[config.mk]
export PLATFORM = sky130hd
export DESIGN_NAME = sht40_meas_ctrl
export DESIGN_NICKNAME = d
export VERILOG_FILES = /design/src/rtl/sht40_meas_ctrl.sv
export SDC_FILE = /design/constraint.sdc
export NUM_CORES = 1
export LEC_CHECK = 0
export CORE_AREA = 2 2 104 106
export CTS_CLUSTER_DIAMETER = 40
export DETAILED_ROUTE_END_ITERATION = 10
export DIE_AREA = 0 0 106 108
export PLACE_DENSITY_LB_ADDON = 0.05
export SYNTH_ARGS = -nofsm -noshare
export SYNTH_HDL_FRONTEND = slang
export SYNTH_SLANG_ARGS = --single-unit
[constraint.sdc]
create_clock -name clk -period 8.6 [get_ports clk]
set_input_delay 2.15 -clock clk [delete_from_list [all_inputs] [get_ports clk]]
set_output_delay 2.15 -clock clk [all_outputs]
set_load 0.01 [all_outputs]
[src/rtl/sht40_meas_ctrl.sv]
// SHT40 measurement sequencer: write measure command, wait conversion, read 6 bytes, CRC-check.
// Latency: one command per byte-engine response; done 2 cycles after the final STOP response.
// Backpressure: cmd_valid holds a stable command until cmd_ready; one command outstanding at a time.
//
// Ports:
//   clk, rst_n                  clock, async active-low reset
//   start / busy / done         measurement request, in-progress flag, 1-cycle completion pulse
//   err_code                    0 ok, 1 address NACK, 2 command NACK, 3 CRC failure (held until next done)
//   t_raw / rh_raw              raw temperature / humidity words (loaded only on a CRC-clean run)
//   cmd_valid/ready/op/wdata/nack  command channel to the I2C byte engine
//   rsp_valid/rdata/nack        response channel from the I2C byte engine
module sht40_meas_ctrl #(
  parameter logic [6:0]  DEV_ADDR    = 7'h44,
  parameter logic [7:0]  MEAS_CMD    = 8'hFD,
  parameter int unsigned WAIT_CYCLES = 100000
) (
  input  logic        clk,
  input  logic        rst_n,
  input  logic        start,
  output logic        busy,
  output logic        done,
  output logic [1:0]  err_code,
  output logic [15:0] t_raw,
  output logic [15:0] rh_raw,
  output logic        cmd_valid,
  input  logic        cmd_ready,
  output logic [1:0]  cmd_op,
  output logic [7:0]  cmd_wdata,
  output logic        cmd_nack,
  input  logic        rsp_valid,
  input  logic [7:0]  rsp_rdata,
  input  logic        rsp_nack
);

  localparam int unsigned CW = (WAIT_CYCLES > 0) ? $clog2(WAIT_CYCLES + 1) : 1;
  // Counter starts at 0 on the cycle after the W_STOP response, so the last
  // count value is WAIT_CYCLES-1 and START becomes visible WAIT_CYCLES+1 after it.
  localparam logic [CW-1:0] WAIT_LAST = (WAIT_CYCLES > 0) ? CW'(WAIT_CYCLES - 1) : '0;

  localparam logic [1:0] OP_START = 2'd0;
  localparam logic [1:0] OP_WRITE = 2'd1;
  localparam logic [1:0] OP_READ  = 2'd2;
  localparam logic [1:0] OP_STOP  = 2'd3;

  typedef enum logic [3:0] {
    S_IDLE, S_W_START, S_W_ADDR, S_W_CMD, S_W_STOP, S_WAIT,
    S_R_START, S_R_ADDR, S_R_DATA, S_R_STOP, S_CHECK, S_ERR_STOP, S_DONE
  } state_t;

  state_t          state;
  logic            pending;
  logic [CW-1:0]   wait_cnt;
  logic [2:0]      rd_idx;
  logic [47:0]     shreg;
  logic [1:0]      code_q;

  // CRC-8, poly 0x31, init 0xFF, MSB first, no reflection, no final XOR.
  function automatic logic [7:0] crc8(input logic [15:0] d);
    logic [7:0] c;
    c = 8'hFF;
    for (int i = 15; i >= 0; i--) begin
      if (c[7] ^ d[i]) c = {c[6:0], 1'b0} ^ 8'h31;
      else             c = {c[6:0], 1'b0};
    end
    return c;
  endfunction

  logic rsp_ok;
  logic crc_ok;

  // A response counts only against a command that has been accepted; stray
  // pulses (idle, waiting, or after a reset) fall through.
  assign rsp_ok = rsp_valid && (pending || (cmd_valid && cmd_ready));
  assign crc_ok = (crc8(shreg[47:32]) == shreg[31:24]) &&
                  (crc8(shreg[23:8])  == shreg[7:0]);

  always_ff @(posedge clk or negedge rst_n) begin
    if (!rst_n) begin
      state     <= S_IDLE;
      pending   <= 1'b0;
      wait_cnt  <= '0;
      rd_idx    <= 3'd0;
      shreg     <= 48'd0;
      code_q    <= 2'd0;
      busy      <= 1'b0;
      done      <= 1'b0;
      err_code  <= 2'd0;
      t_raw     <= 16'd0;
      rh_raw    <= 16'd0;
      cmd_valid <= 1'b0;
      cmd_op    <= 2'd0;
      cmd_wdata <= 8'd0;
      cmd_nack  <= 1'b0;
    end else begin
      done <= 1'b0;
      if (cmd_valid && cmd_ready) begin
        cmd_valid <= 1'b0;
        pending   <= 1'b1;
      end
      if (rsp_ok) pending <= 1'b0;

      // Each transition that needs a new command raises cmd_valid in the same
      // cycle it advances, so the request is visible right after the response.
      case (state)
        S_IDLE: begin
          if (start) begin
            busy      <= 1'b1;
            state     <= S_W_START;
            cmd_valid <= 1'b1;
            {cmd_op, cmd_wdata, cmd_nack} <= {OP_START, 8'h00, 1'b0};
          end
        end
        S_W_START: begin
          if (rsp_ok) begin
            state     <= S_W_ADDR;
            cmd_valid <= 1'b1;
            {cmd_op, cmd_wdata, cmd_nack} <= {OP_WRITE, DEV_ADDR, 1'b0, 1'b0};
          end
        end
        S_W_ADDR: begin
          if (rsp_ok) begin
            cmd_valid <= 1'b1;
            if (rsp_nack) begin
              state  <= S_ERR_STOP;
              code_q <= 2'd1;
              {cmd_op, cmd_wdata, cmd_nack} <= {OP_STOP, 8'h00, 1'b0};
            end else begin
              state <= S_W_CMD;
              {cmd_op, cmd_wdata, cmd_nack} <= {OP_WRITE, MEAS_CMD, 1'b0};
            end
          end
        end
        S_W_CMD: begin
          if (rsp_ok) begin
            cmd_valid <= 1'b1;
            {cmd_op, cmd_wdata, cmd_nack} <= {OP_STOP, 8'h00, 1'b0};
            if (rsp_nack) begin
              state  <= S_ERR_STOP;
              code_q <= 2'd2;
            end else begin
              state <= S_W_STOP;
            end
          end
        end
        S_W_STOP: begin
          if (rsp_ok) begin
            wait_cnt <= '0;
            if (WAIT_CYCLES == 0) begin
              state     <= S_R_START;
              cmd_valid <= 1'b1;
              {cmd_op, cmd_wdata, cmd_nack} <= {OP_START, 8'h00, 1'b0};
            end else begin
              state <= S_WAIT;
            end
          end
        end
        S_WAIT: begin
          if (wait_cnt == WAIT_LAST) begin
            state     <= S_R_START;
            cmd_valid <= 1'b1;
            {cmd_op, cmd_wdata, cmd_nack} <= {OP_START, 8'h00, 1'b0};
          end else begin
            wait_cnt <= wait_cnt + 1'b1;
          end
        end
        S_R_START: begin
          if (rsp_ok) begin
            state     <= S_R_ADDR;
            cmd_valid <= 1'b1;
            {cmd_op, cmd_wdata, cmd_nack} <= {OP_WRITE, DEV_ADDR, 1'b1, 1'b0};
          end
        end
        S_R_ADDR: begin
          if (rsp_ok) begin
            cmd_valid <= 1'b1;
            if (rsp_nack) begin
              state  <= S_ERR_STOP;
              code_q <= 2'd1;
              {cmd_op, cmd_wdata, cmd_nack} <= {OP_STOP, 8'h00, 1'b0};
            end else begin
              state  <= S_R_DATA;
              rd_idx <= 3'd0;
              {cmd_op, cmd_wdata, cmd_nack} <= {OP_READ, 8'h00, 1'b0};
            end
          end
        end
        S_R_DATA: begin
          if (rsp_ok) begin
            shreg     <= {shreg[39:0], rsp_rdata};
            cmd_valid <= 1'b1;
            if (rd_idx == 3'd5) begin
              state <= S_R_STOP;
              {cmd_op, cmd_wdata, cmd_nack} <= {OP_STOP, 8'h00, 1'b0};
            end else begin
              rd_idx <= rd_idx + 1'b1;
              // Master NACKs only the sixth (last) byte.
              {cmd_op, cmd_wdata, cmd_nack} <= {OP_READ, 8'h00, rd_idx == 3'd4};
            end
          end
        end
        S_R_STOP: begin
          if (rsp_ok) state <= S_CHECK;
        end
        S_CHECK: begin
          done  <= 1'b1;
          state <= S_DONE;
          if (crc_ok) begin
            err_code <= 2'd0;
            t_raw    <= shreg[47:32];
            rh_raw   <= shreg[23:8];
          end else begin
            err_code <= 2'd3;
          end
        end
        S_ERR_STOP: begin
          if (rsp_ok) begin
            done     <= 1'b1;
            err_code <= code_q;
            state    <= S_DONE;
          end
        end
        S_DONE: begin
          busy  <= 1'b0;
          state <= S_IDLE;
        end
        default: state <= S_IDLE;
      endcase
    end
  end

endmodule

======== Yosys cells after proc, flatten, opt, wreduce, memory -nomap -nowiden ========
Cells that the tools add are included.
cells by class
  $add $sub $neg .......................... 2
  multiplexer cells ....................... 100
  equal/unequal tests ..................... 38
  bitwise operators ....................... 60
  reduce and logical (&&, ||, !) cells .... 30
operators with widths
  kind                                                 number
  2-to-1 mux 6 bit                                     32
  NOT 3 bit                                            30
  2-to-1 mux 4 bit                                     14
  2-to-1 mux 8 bit                                     7
  case mux 4 bit (12 select lines)                     1
  case mux 8 bit (6 select lines)                      1
  2-to-1 mux 17 bit                                    2
  case mux 17 bit (2 select lines)                     1
  != test 2 bit, second input constant                 16
  2-to-1 mux 2 bit                                     15
  XOR 1 bit                                            26
  equality test 4 bit, second input constant           5
  adder 17 x 1 -> 17 bit, second input constant        1
  equality test 17 bit, second input constant          1
  equality test 4 x 3 -> 1 bit, second input constant  4
  equality test 8 bit                                  2
  2-to-1 mux 1 bit                                     15
  AND reduction 5 bit                                  3
  case mux 2 bit (7 select lines)                      1
  2-to-1 mux 3 bit                                     4
  AND reduction 12 bit                                 1
  nonzero test 2 bit                                   6
  != test 2 x 1 -> 1 bit, second input constant        5
  equality test 4 x 2 -> 1 bit, second input constant  2
  23 further kinds                                     35
storage, ports and cells
  flip-flop bits (word level) ............. 123
  input port bits ......................... 14
  word-level logic and storage cells ...... 245
  output and inout port bits .............. 48

======== Logic depth before layout (Yosys ltp) ========
Gate-level depths: netlist (run 1).
  word-level depth ........................ 35
  mapped depth ............................ 10
  depth with buffers taken out ............ 9

======== Worst setup path after synthesis (run 1) ========
OpenSTA, ideal clock, no wires.
  kind .................................... input -> register
  from .................................... input cmd_ready
  to ...................................... register wait_cnt[13]
  stages on the path ...................... 9
  data required time ...................... 8.468 ns
  arrival time ............................ 3.931 ns
  setup time .............................. 0.132 ns
  buffers on the path ..................... 1
  path slack .............................. 4.537 ns
  path through ............................ a21oi_1 > nand2b_1 > clkbuf_1 > nor4_1 > nor2_1 > nor3_1 > nand4_1 > xor2_1 > nor2_1
on the way
  word-level cells in the longest chain between the ends .. 5
RTL lines
  item                           RTL line  text
  start, declared                26        input logic cmd_ready,
  logical AND 1 bit              73        assign rsp_ok = rsp_valid && (pending || (cmd_valid && cmd_ready));
  logical OR 1 bit               73
  logical AND 1 bit              73
  != test 2 bit (no line)        n/a
  AND reduction 3 bit (no line)  n/a
  end signal, assigned           163       wait_cnt <= wait_cnt + 1'b1;
  end, declared                  52        logic [CW-1:0] wait_cnt;
Every way passes these cells.
A chain may end at the register's enable or synchronous reset.

======== Worst setup path after layout (run 1) ========
Same ends and word-level chain as after synthesis.

==> metrics, run 1 <==
pin count of the biggest net entering global routing=83; initial antenna violation count=0; worst vdd ir=214 uV; Clock Pin Slew Worst Setup and Hold Paths=approximately 50 ps; Synth Area per Inst=between 10 and 15 um2; hold crit path type=flip-flop to flip-flop; HP Start=cmd_wdata[0]; Post-CTS Hold Buffers=0; setup repair bufs after CTS=0; final WL=between 10000 and 15000 um; Slew @ Worst Pin=1020 ps; Synth warnings=0; Tmin final=between 4000 and 5000 ps; core area=about 10000 um2; die area=about 11000 um2; Rows=37; CTS Sinks=around 120; Area Growth Syn to Fin=19.9%; crit end category=flip-flop; Reg-to-Reg End=t_raw[2]; outcome=completed; Period Utilization, post-route=between 40% and 50%; pwr/cell area=between 200 and 300 nW/um2; fillcell total=740; vias in the first global route=approximately 4000; FF+latch count, synth=about 120; RSZ-0062 raised after global routing=no; layout cells sized above 1=22.3%; CP Data Required Time=around 9000 ps; Routed wire per std cell=around 16 um; non-filler cells, final=about 720; die outline width=106 um; grt ovf=0; Longest Clk Path Bufs=2; n_diodes=0; Placed Instances=687; Setup violations, final=0; Iter 0 DRT Violations=115; H-tree Lvls=4; hold endpoint=cmd_wdata[0]; DIE HEIGHT=~110 um; Final Max Tran Viols=0; Post-Route Skew=around 8.6 ps; synthesized area=between 6000 and 7000 um2; type of origin of the critical path=input pin; fin nets=about 600; asr flop ratio synth=100%; via count=3989; PortBufs=60; Final Hold Fails=0; CTS tree=done; synthesized net count=approximately 530; leak pwr=~3.6 nW; gp weighted congestion=approximately 0.85; clk_lat worst skew=530 ps; cell depth of the worst hold path=2; Reg2Reg Setup Slack=~5300 ps; Crit Path Category=input pin to flip-flop; first-pass GRT wire length=between 20000 and 25000 um; Num CTS Buffers=17; drt drc=0; CTS resizes=0; worst path arrival time=between 4000 and 5000 ps; Worst R2R Path Depth=9; Post-synth EDFFs=0; antenna-violating nets left=0; count of max-cap constraint violations=0; commonest register cell after synthesis=dfrtp_1; max_slew headroom=a little under a third; # IOs=62; post-synth cell types=53; FF-to-FF Start=shreg[21]; setup TNS=0 ps; DR vias/cell=between 5 and 6; CP max FO=14; sequential area share after synthesis=roughly 48%; Peak Freq=0.235 GHz; Post-Syn Instances=516; Initial Util=roughly three fifths; All-Layer GR Usage=between 20% and 30%; TritonRoute pass-1 iters=6; CTS root buffer=clkbuf_8; HPWL after DPL=roughly 7700 um
==> cell usage after synthesis (all sizes together) (2+ instances only) <==
cell	instances	area (um2)
nand2	36	135
nor4	6	37.5
xnor3	11	250
and2	4	25.0
o31a	2	18.8
nand3	10	55.1
nand2b	6	37.5
clkbuf	15	57.6
nor2	34	128
a21oi	14	70.1
xnor2	46	410
nor3	7	40.0
inv	11	41.3
a221oi	2	17.5
dfrtp	118	2950
xor3	3	73.8
o22ai	2	12.5
a31oi	4	25.0
mux2	82	1040
o21ai	24	120
ha	4	50.1
or4	2	15.0
o31ai	3	22.5
xor2	22	193
nor2b	5	31.3
nand4	4	25.0
buf	14	120
nor3b	2	15.0
mux2i	5	62.6
nand4b	2	17.5
and3	6	40.0
==> layout make-up <==
type / count / area [um2] / area share, %
Clock inverter: 9 / 148 / 1.98
Sequential cell: 118 / 2950 / 39.6
Inverter: 11 / 41.3 / 0.554
Timing Repair Buffer: 64 / 628 / 8.43
Tap cell: 136 / 170 / 2.28
Clock buffer: 23 / 467 / 6.26
Multi-Input combinational cell: 358 / 3050 / 40.9
==> registers in the layout, indices dropped and copies added (netlist names), 2 cells and up <==
signal and count:
cmd_op 2, rd_idx 3, shreg 48, t_raw 16, rh_raw 16, code_q 2
wait_cnt 17, err_code 2, cmd_wdata 3, state 4
==> how the worst max path moves through the flow <==
stage                     slack [ps]            to      start
after floorplan                 4540  wait_cnt[13]  cmd_ready
after global routing            4160  wait_cnt[13]  cmd_ready
after CTS                       4360  wait_cnt[13]  cmd_ready
after global placement          3900  wait_cnt[13]  cmd_ready
final                           4350  wait_cnt[13]  cmd_ready
after detailed placement        3820  wait_cnt[13]  cmd_ready
==> logic make-up after synthesis <==
group | Yosys count | synth area share (%)
muxes | 87 | 17.7
DFF | 118 | 47.5
other | 1 | 0.0603
AOI/OAI and AO/OA | 57 | 5.44
and+or+nand+nor | 127 | 10.1
xor gates and xnor gates | 82 | 14.9
buffers and inverters | 40 | 3.52
adders and majority gates | 4 | 0.805
==> per-layer routing <==
metal	vias to the layer above	share of wire, %	GRT usage, %
met5	-	0	0
met4	0	1.4	9.59
met3	16	2.9	6.45
met2	69	50	37.0
met1	2013	46	29.2
li1	1891	-	-
==> critical path, cell delays in order <==
cell             delay, ps
clkdlybuf4s50_1        470
a21oi_1                 80
nand2b_1               280
nor4_1                 300
buf_4                  240
nor2_1                 140
nor3_1                 570
nand4_1                190
xor2_1                 170
nor2_1                 100
==> power breakdown <==
group / total (mW) / switching (mW) / internal, mW
logic: 0.723 / 0.341 / 0.382
registers: 0.766 / 0.127 / 0.638
clock network: 0.729 / 0.238 / 0.491
==> metrics by stage <==
stage | util (%) | cell area, um2 | worst slack, ps | hold WS [ps] | power [mW]
final | 72.9 | 7450 | 4350 | 462 | 2.22
after CTS | 72.9 | 7450 | 4360 | 470 | 2.24
after global routing | 72.9 | 7450 | 4160 | 507 | 2.35
after detailed placement | 66.8 | 6840 | 3820 | 458 | 1.49
after floorplan | - | 6220 | 4540 | 445 | 1.32
after global placement | 66.8 | 6840 | 3900 | 454 | 1.46
==> placed cells by master (no fill, tap or decap), drive strengths merged, types with 2 or more instances in the layout <==
cell type / netlist / routed
dfrtp: 118 / 118
mux2: 82 / 82
clkdlybuf4s50: 0 / 59
xnor2: 46 / 46
nand2: 36 / 36
nor2: 34 / 34
o21ai: 24 / 24
clkbuf: 15 / 23
xor2: 22 / 22
a21oi: 14 / 14
inv: 11 / 11
xnor3: 11 / 11
nand3: 10 / 10
nor3: 7 / 7
nor4: 6 / 6
nand2b: 6 / 6
and3: 6 / 6
nor2b: 5 / 5
buf: 14 / 5
mux2i: 5 / 5
a31oi: 4 / 4
nand4: 4 / 4
and2: 4 / 4
ha: 4 / 4
clkinv: 0 / 4
bufinv: 0 / 4
o31ai: 3 / 3
xor3: 3 / 3
or4: 2 / 2
nand4b: 2 / 2
nor3b: 2 / 2
o22ai: 2 / 2
a221oi: 2 / 2
o31a: 2 / 2
(Power assumes the default switching activity.)
==> run 2: changes to the inputs <==
Settings changed: CORE_AREA 2 2 104 106 to 2 2 113 115, DIE_AREA 0 0 106 108 to 0 0 115 117.
Clock period 8.6 ns to 3.9 ns, I/O delays scaled along.
==> metrics, run 2 (same netlist as run 1, synthesis figures left out) <==
Rows=41; antenna-violating nets left=0; Total Power=around 5.0 mW; CTS Sinks=118; Routed wire per std cell=~16 um; Initial Util=approximately 50%; final WL=roughly 12000 um; CTS tree=done; combinational power share=roughly 34%; PortBufs=60; RSZ-0062 raised after global routing=no; cell area after layout=around 7600 um2; Reg-to-Reg End=t_raw[2]; vias in the first global route=~4000; Biggest register=shreg; Top Registers=shreg: 48 flops, wait_cnt: 17 flops; most frequent cells in the layout=dfrtp_1 (118), clkdlybuf4s50_1 (59), mux2_2 (52), xnor2_1 (45), nand2_1 (36); Iter 0 DRT Violations=218; die area=~13000 um2; fin nets=around 600; n_diodes=0; CTS root buffer=clkbuf_16; Post-Route Skew=between 5 and 6 ps; pwr/cell area=about 660 nW/um2; via count=3938; Period Utilization, post-route=85.7%; Slew @ Worst Pin=~740 ps; CP max FO=20; Setup violations, final=0; Reg2Reg Setup Slack=approximately 560 ps; P_sw=around 1.5 mW; H-tree Lvls=4; first-pass GRT wire length=between 20000 and 25000 um; Final Max Tran Viols=0; DIE HEIGHT=117 um; leak pwr=3.61 nW; crit end category=flip-flop; Num CTS Buffers=17; Pint=between 3 and 4 mW; CTS resizes=0; count of max-cap constraint violations=0; type of origin of the critical path=flip-flop; FF-to-FF Start=shreg[20]; non-filler cells, final=~740; # IOs=62; Tmin final=around 3300 ps; Post-CTS Hold Buffers=0; layout cells sized above 1=about a quarter; Post-Place Cell Area=6940 um2; DR vias/cell=between 5 and 6; Placed Instances=710; max reg flops=48; outcome=completed; initial antenna violation count=0; worst vdd ir=around 440 uV; hold endpoint=cmd_wdata[0]; CP Data Required Time=between 4000 and 5000 ps; most common cell after layout, fill and taps aside=dfrtp_1; sw frac=31.3%; setup repair bufs after CTS=0; gp weighted congestion=between 0.8 and 0.9; die outline width=approximately 120 um; hold crit path type=flip-flop to flip-flop; Flop pwr share=between 30% and 40%; core area=12300 um2; TritonRoute pass-1 iters=4; Crit Path Category=flip-flop to flip-flop; grt ovf=0; HP Start=cmd_wdata[0]; worst path arrival time=3640 ps; Clock Pin Slew Worst Setup and Hold Paths=50 ps; Peak Freq=0.299 GHz; drt drc=0; Area Growth Syn to Fin=21.8%; pin count of the biggest net entering global routing=60; HPWL after DPL=a little over 8000 um; All-Layer GR Usage=19.6%; clock share of power=33.5%; cell depth of the worst hold path=2; clk_lat worst skew=420 ps; max_slew headroom=50.5%; Worst R2R Path Depth=8; Longest Clk Path Bufs=2; setup TNS=0 ps; Final Hold Fails=0
==> run 2: metrics by stage <==
step / utilization (%) / worst slack [ps] / hold slack [ps]
2_1_floorplan: - / 1010 / 445
3_3_place_gp: 56.3 / 587 / 458
3_5_place_dp: 56.3 / 530 / 456
4_1_cts: 61.5 / 518 / 468
5_1_grt: 61.5 / 439 / 495
6_report: 61.5 / 559 / 459
==> run 2: routing by layer <==
metal	up-vias	track usage [%]	wire [um]
met3	15	5.82	441
met1	1953	26.2	5630
met2	64	31.7	5720
met4	0	5.30	138
met5	-	0	0
li1	1906	-	-
==> run 2: how the worst max path moves through the flow <==
stage / start / end / slack (ps) / cells after the start
2_1_floorplan: cmd_ready / wait_cnt[13] / 1010 / 9
3_3_place_gp: shreg[20] / t_raw[10] / 590 / 8
3_5_place_dp: shreg[20] / t_raw[3] / 530 / 8
4_1_cts: shreg[20] / t_raw[12] / 520 / 8
5_1_grt: shreg[20] / t_raw[2] / 440 / 8
6_report: shreg[20] / t_raw[2] / 560 / 8
==> run 2: cell type report <==
cell class / count / area (um2)
fill: 1004 / 4740
multi-input combinational: 358 / 3050
sequential: 118 / 2950
timing repair buffer: 73 / 708
clock buffer: 22 / 484
tap: 150 / 188
clock inverter: 9 / 148
inverter: 11 / 41.3
==> run 2: power by group through the flow <==
stage | Sequential (mW) | Clock, mW | Combinational, mW
after global routing | 1.67 | 1.75 | 1.85
after CTS | 1.64 | 1.69 | 1.68
final | 1.63 | 1.66 | 1.66
after global placement | 1.65 | 0 | 1.64
after floorplan | 1.58 | 0 | 1.33
after detailed placement | 1.65 | 0 | 1.67
==> run 2: critical path, stage by stage, from the launching register on <==
cell and delay [ps]:
dfrtp_1 510, xor3_2 550, xnor3_2 440, nor3b_1 250, o221ai_1 170, nor4_1 530, nand3_2 130, buf_4 280
mux2_4 340
==> run 3: changes to the inputs <==
Settings changed: CORE_AREA 2 2 113 115 to 2 2 111 113, CTS_BUF_LIST set to sky130_fd_sc_hd__clkbuf_8, DIE_AREA 0 0 115 117 to 0 0 113 115.
==> metrics, run 3 (same netlist as run 1, synthesis figures left out) <==
Post-Route Skew=between 10 and 15 ps; # IOs=62; Worst R2R Path Depth=8; fillcell total=961; antenna-violating nets left=0; vias in the first global route=approximately 4000; multi-input logic area=3050 um2; leak pwr=3.52 nW; wire length on met3=415 um; CTS root buffer=clkbuf_8; drt drc=5; All-Layer GR Usage=19.9%; Slew @ Worst Pin=roughly 700 ps; Biggest register=shreg; CP Launch Point=shreg[20]; DIE HEIGHT=roughly 120 um; max_slew headroom=around 54%; cell area after layout=about 7400 um2; Num CTS Buffers=17; Post-CTS Hold Buffers=0; first-pass GRT wire length=20100 um; most frequent cells in the layout=dfrtp_1 (118), clkdlybuf4s50_1 (59), mux2_2 (52), xnor2_1 (45), nand2_1 (36); most common cell after layout, fill and taps aside=dfrtp_1; clock share of power=a little over a quarter; layout cells sized above 1=around a quarter; Reg2Reg Setup Slack=610 ps; Metal-1 WL=around 5600 um; Iter 0 DRT Violations=about 200; Post-Place Cell Area=roughly 6900 um2; combinational power share=36.5%; sw frac=33.5%; Highest Signal Layer=met4; type of origin of the critical path=flip-flop; setup TNS=0 ps; TritonRoute pass-1 iters=7; violated checks=DRC; P_sw=between 1 and 1.5 mW; Flop pwr share=a little under two fifths; die outline width=about 110 um; count of max-cap constraint violations=0; H-tree Lvls=4; Tmin final=3290 ps; fin nets=between 500 and 600; Peak Freq=0.304 GHz; HPWL after DPL=8180 um; outcome=finished with violations; n_diodes=0; pwr/cell area=about 610 nW/um2; register area=2950 um2; via count=around 3900; Pint=roughly 3.0 mW; Setup violations, final=0; met2 wire len=approximately 5700 um; hold crit path type=input pin to async pin; FF-to-FF Start=shreg[20]; initial antenna violation count=0; Period Utilization, post-route=approximately 84%; CTS tree=done; PortBufs=60; Area Growth Syn to Fin=18.3%; Top Registers=shreg: 48 flops, wait_cnt: 17 flops; final WL=approximately 12000 um; crit end category=flip-flop; Clock Pin Slew Worst Setup and Hold Paths=roughly 70 ps; Reg-to-Reg End=t_raw[15]; CP max FO=16; Final Max Tran Viols=0; Routed wire per std cell=between 15 and 20 um; Longest Clk Path Bufs=2; grt ovf=0; max reg flops=48; gp weighted congestion=roughly 0.84; pin count of the biggest net entering global routing=just over 60; Final Hold Fails=0; RSZ-0062 raised after global routing=no; clk_lat worst skew=450 ps; CTS resizes=0; core area=~12000 um2; worst path arrival time=3620 ps; Crit Path Category=flip-flop to flip-flop; DR vias/cell=between 5 and 6; Initial Util=52.6%; CP Data Required Time=about 4200 ps; die area=~13000 um2; Rows=40; worst vdd ir=around 360 uV; CTS Sinks=~120; setup repair bufs after CTS=0
[run 3: cell count changes in the layout (fill, tap and decap cells not counted)]
cell       delta
buf_12        +2
buf_4         -5
clkbuf_8     +17
clkinv_2      +1
inv_1         +2
clkbuf_16    -17
bufinv_16     -1
clkbuf_1      -1
[run 3: worst max path at each step]
stage / to / cells after the start
after floorplan: wait_cnt[13] / 9
after global routing: t_raw[15] / 8
after global placement: t_raw[7] / 8
final: t_raw[15] / 8
after CTS: t_raw[15] / 8
after detailed placement: t_raw[15] / 8
[run 3: cell type report]
type,count,share of cell area (%)
sequential,118,40.1
clock buffer,21,3.93
inverter,11,0.561
clock inverter,11,1.77
timing repair buffer,70,9.66
tap,147,2.50
multi-input combinational,358,41.4
[run 3: through the flow]
stage	cells	hold WS, ps	utilization, %	setup WS [ps]	power [mW]
2_1_floorplan	516	445	-	1010	2.91
3_3_place_gp	704	452	58.7	637	3.28
3_5_place_dp	704	466	58.7	603	3.31
4_1_cts	736	415	62.3	583	4.50
5_1_grt	736	435	62.3	449	4.74
6_report	736	431	62.3	606	4.46
[run 3: routing by layer]
| metal | vias to the layer above | track usage [%] |
|---|---|---|
| met5 | - | 0 |
| met4 | 0 | 6.83 |
| met3 | 15 | 5.85 |
| met2 | 67 | 31.2 |
| met1 | 1953 | 26.7 |
| li1 | 1908 | - |
[run 3: critical path, stage by stage (launching register included)]
cell,delay [ps]
dfrtp_1,490
xor3_2,540
xnor3_2,440
nor3b_1,240
o221ai_1,160
nor4_1,560
nand3_2,140
buf_4,260
mux2_4,330
[run 3: power groups by stage]
stage / Combinational (mW) / Clock, mW / Sequential [mW]
finish: 1.62 / 1.17 / 1.66
global route: 1.79 / 1.25 / 1.69
detailed placement: 1.63 / 0 / 1.68
global placement: 1.60 / 0 / 1.68
CTS: 1.64 / 1.20 / 1.66
floorplan: 1.33 / 0 / 1.58
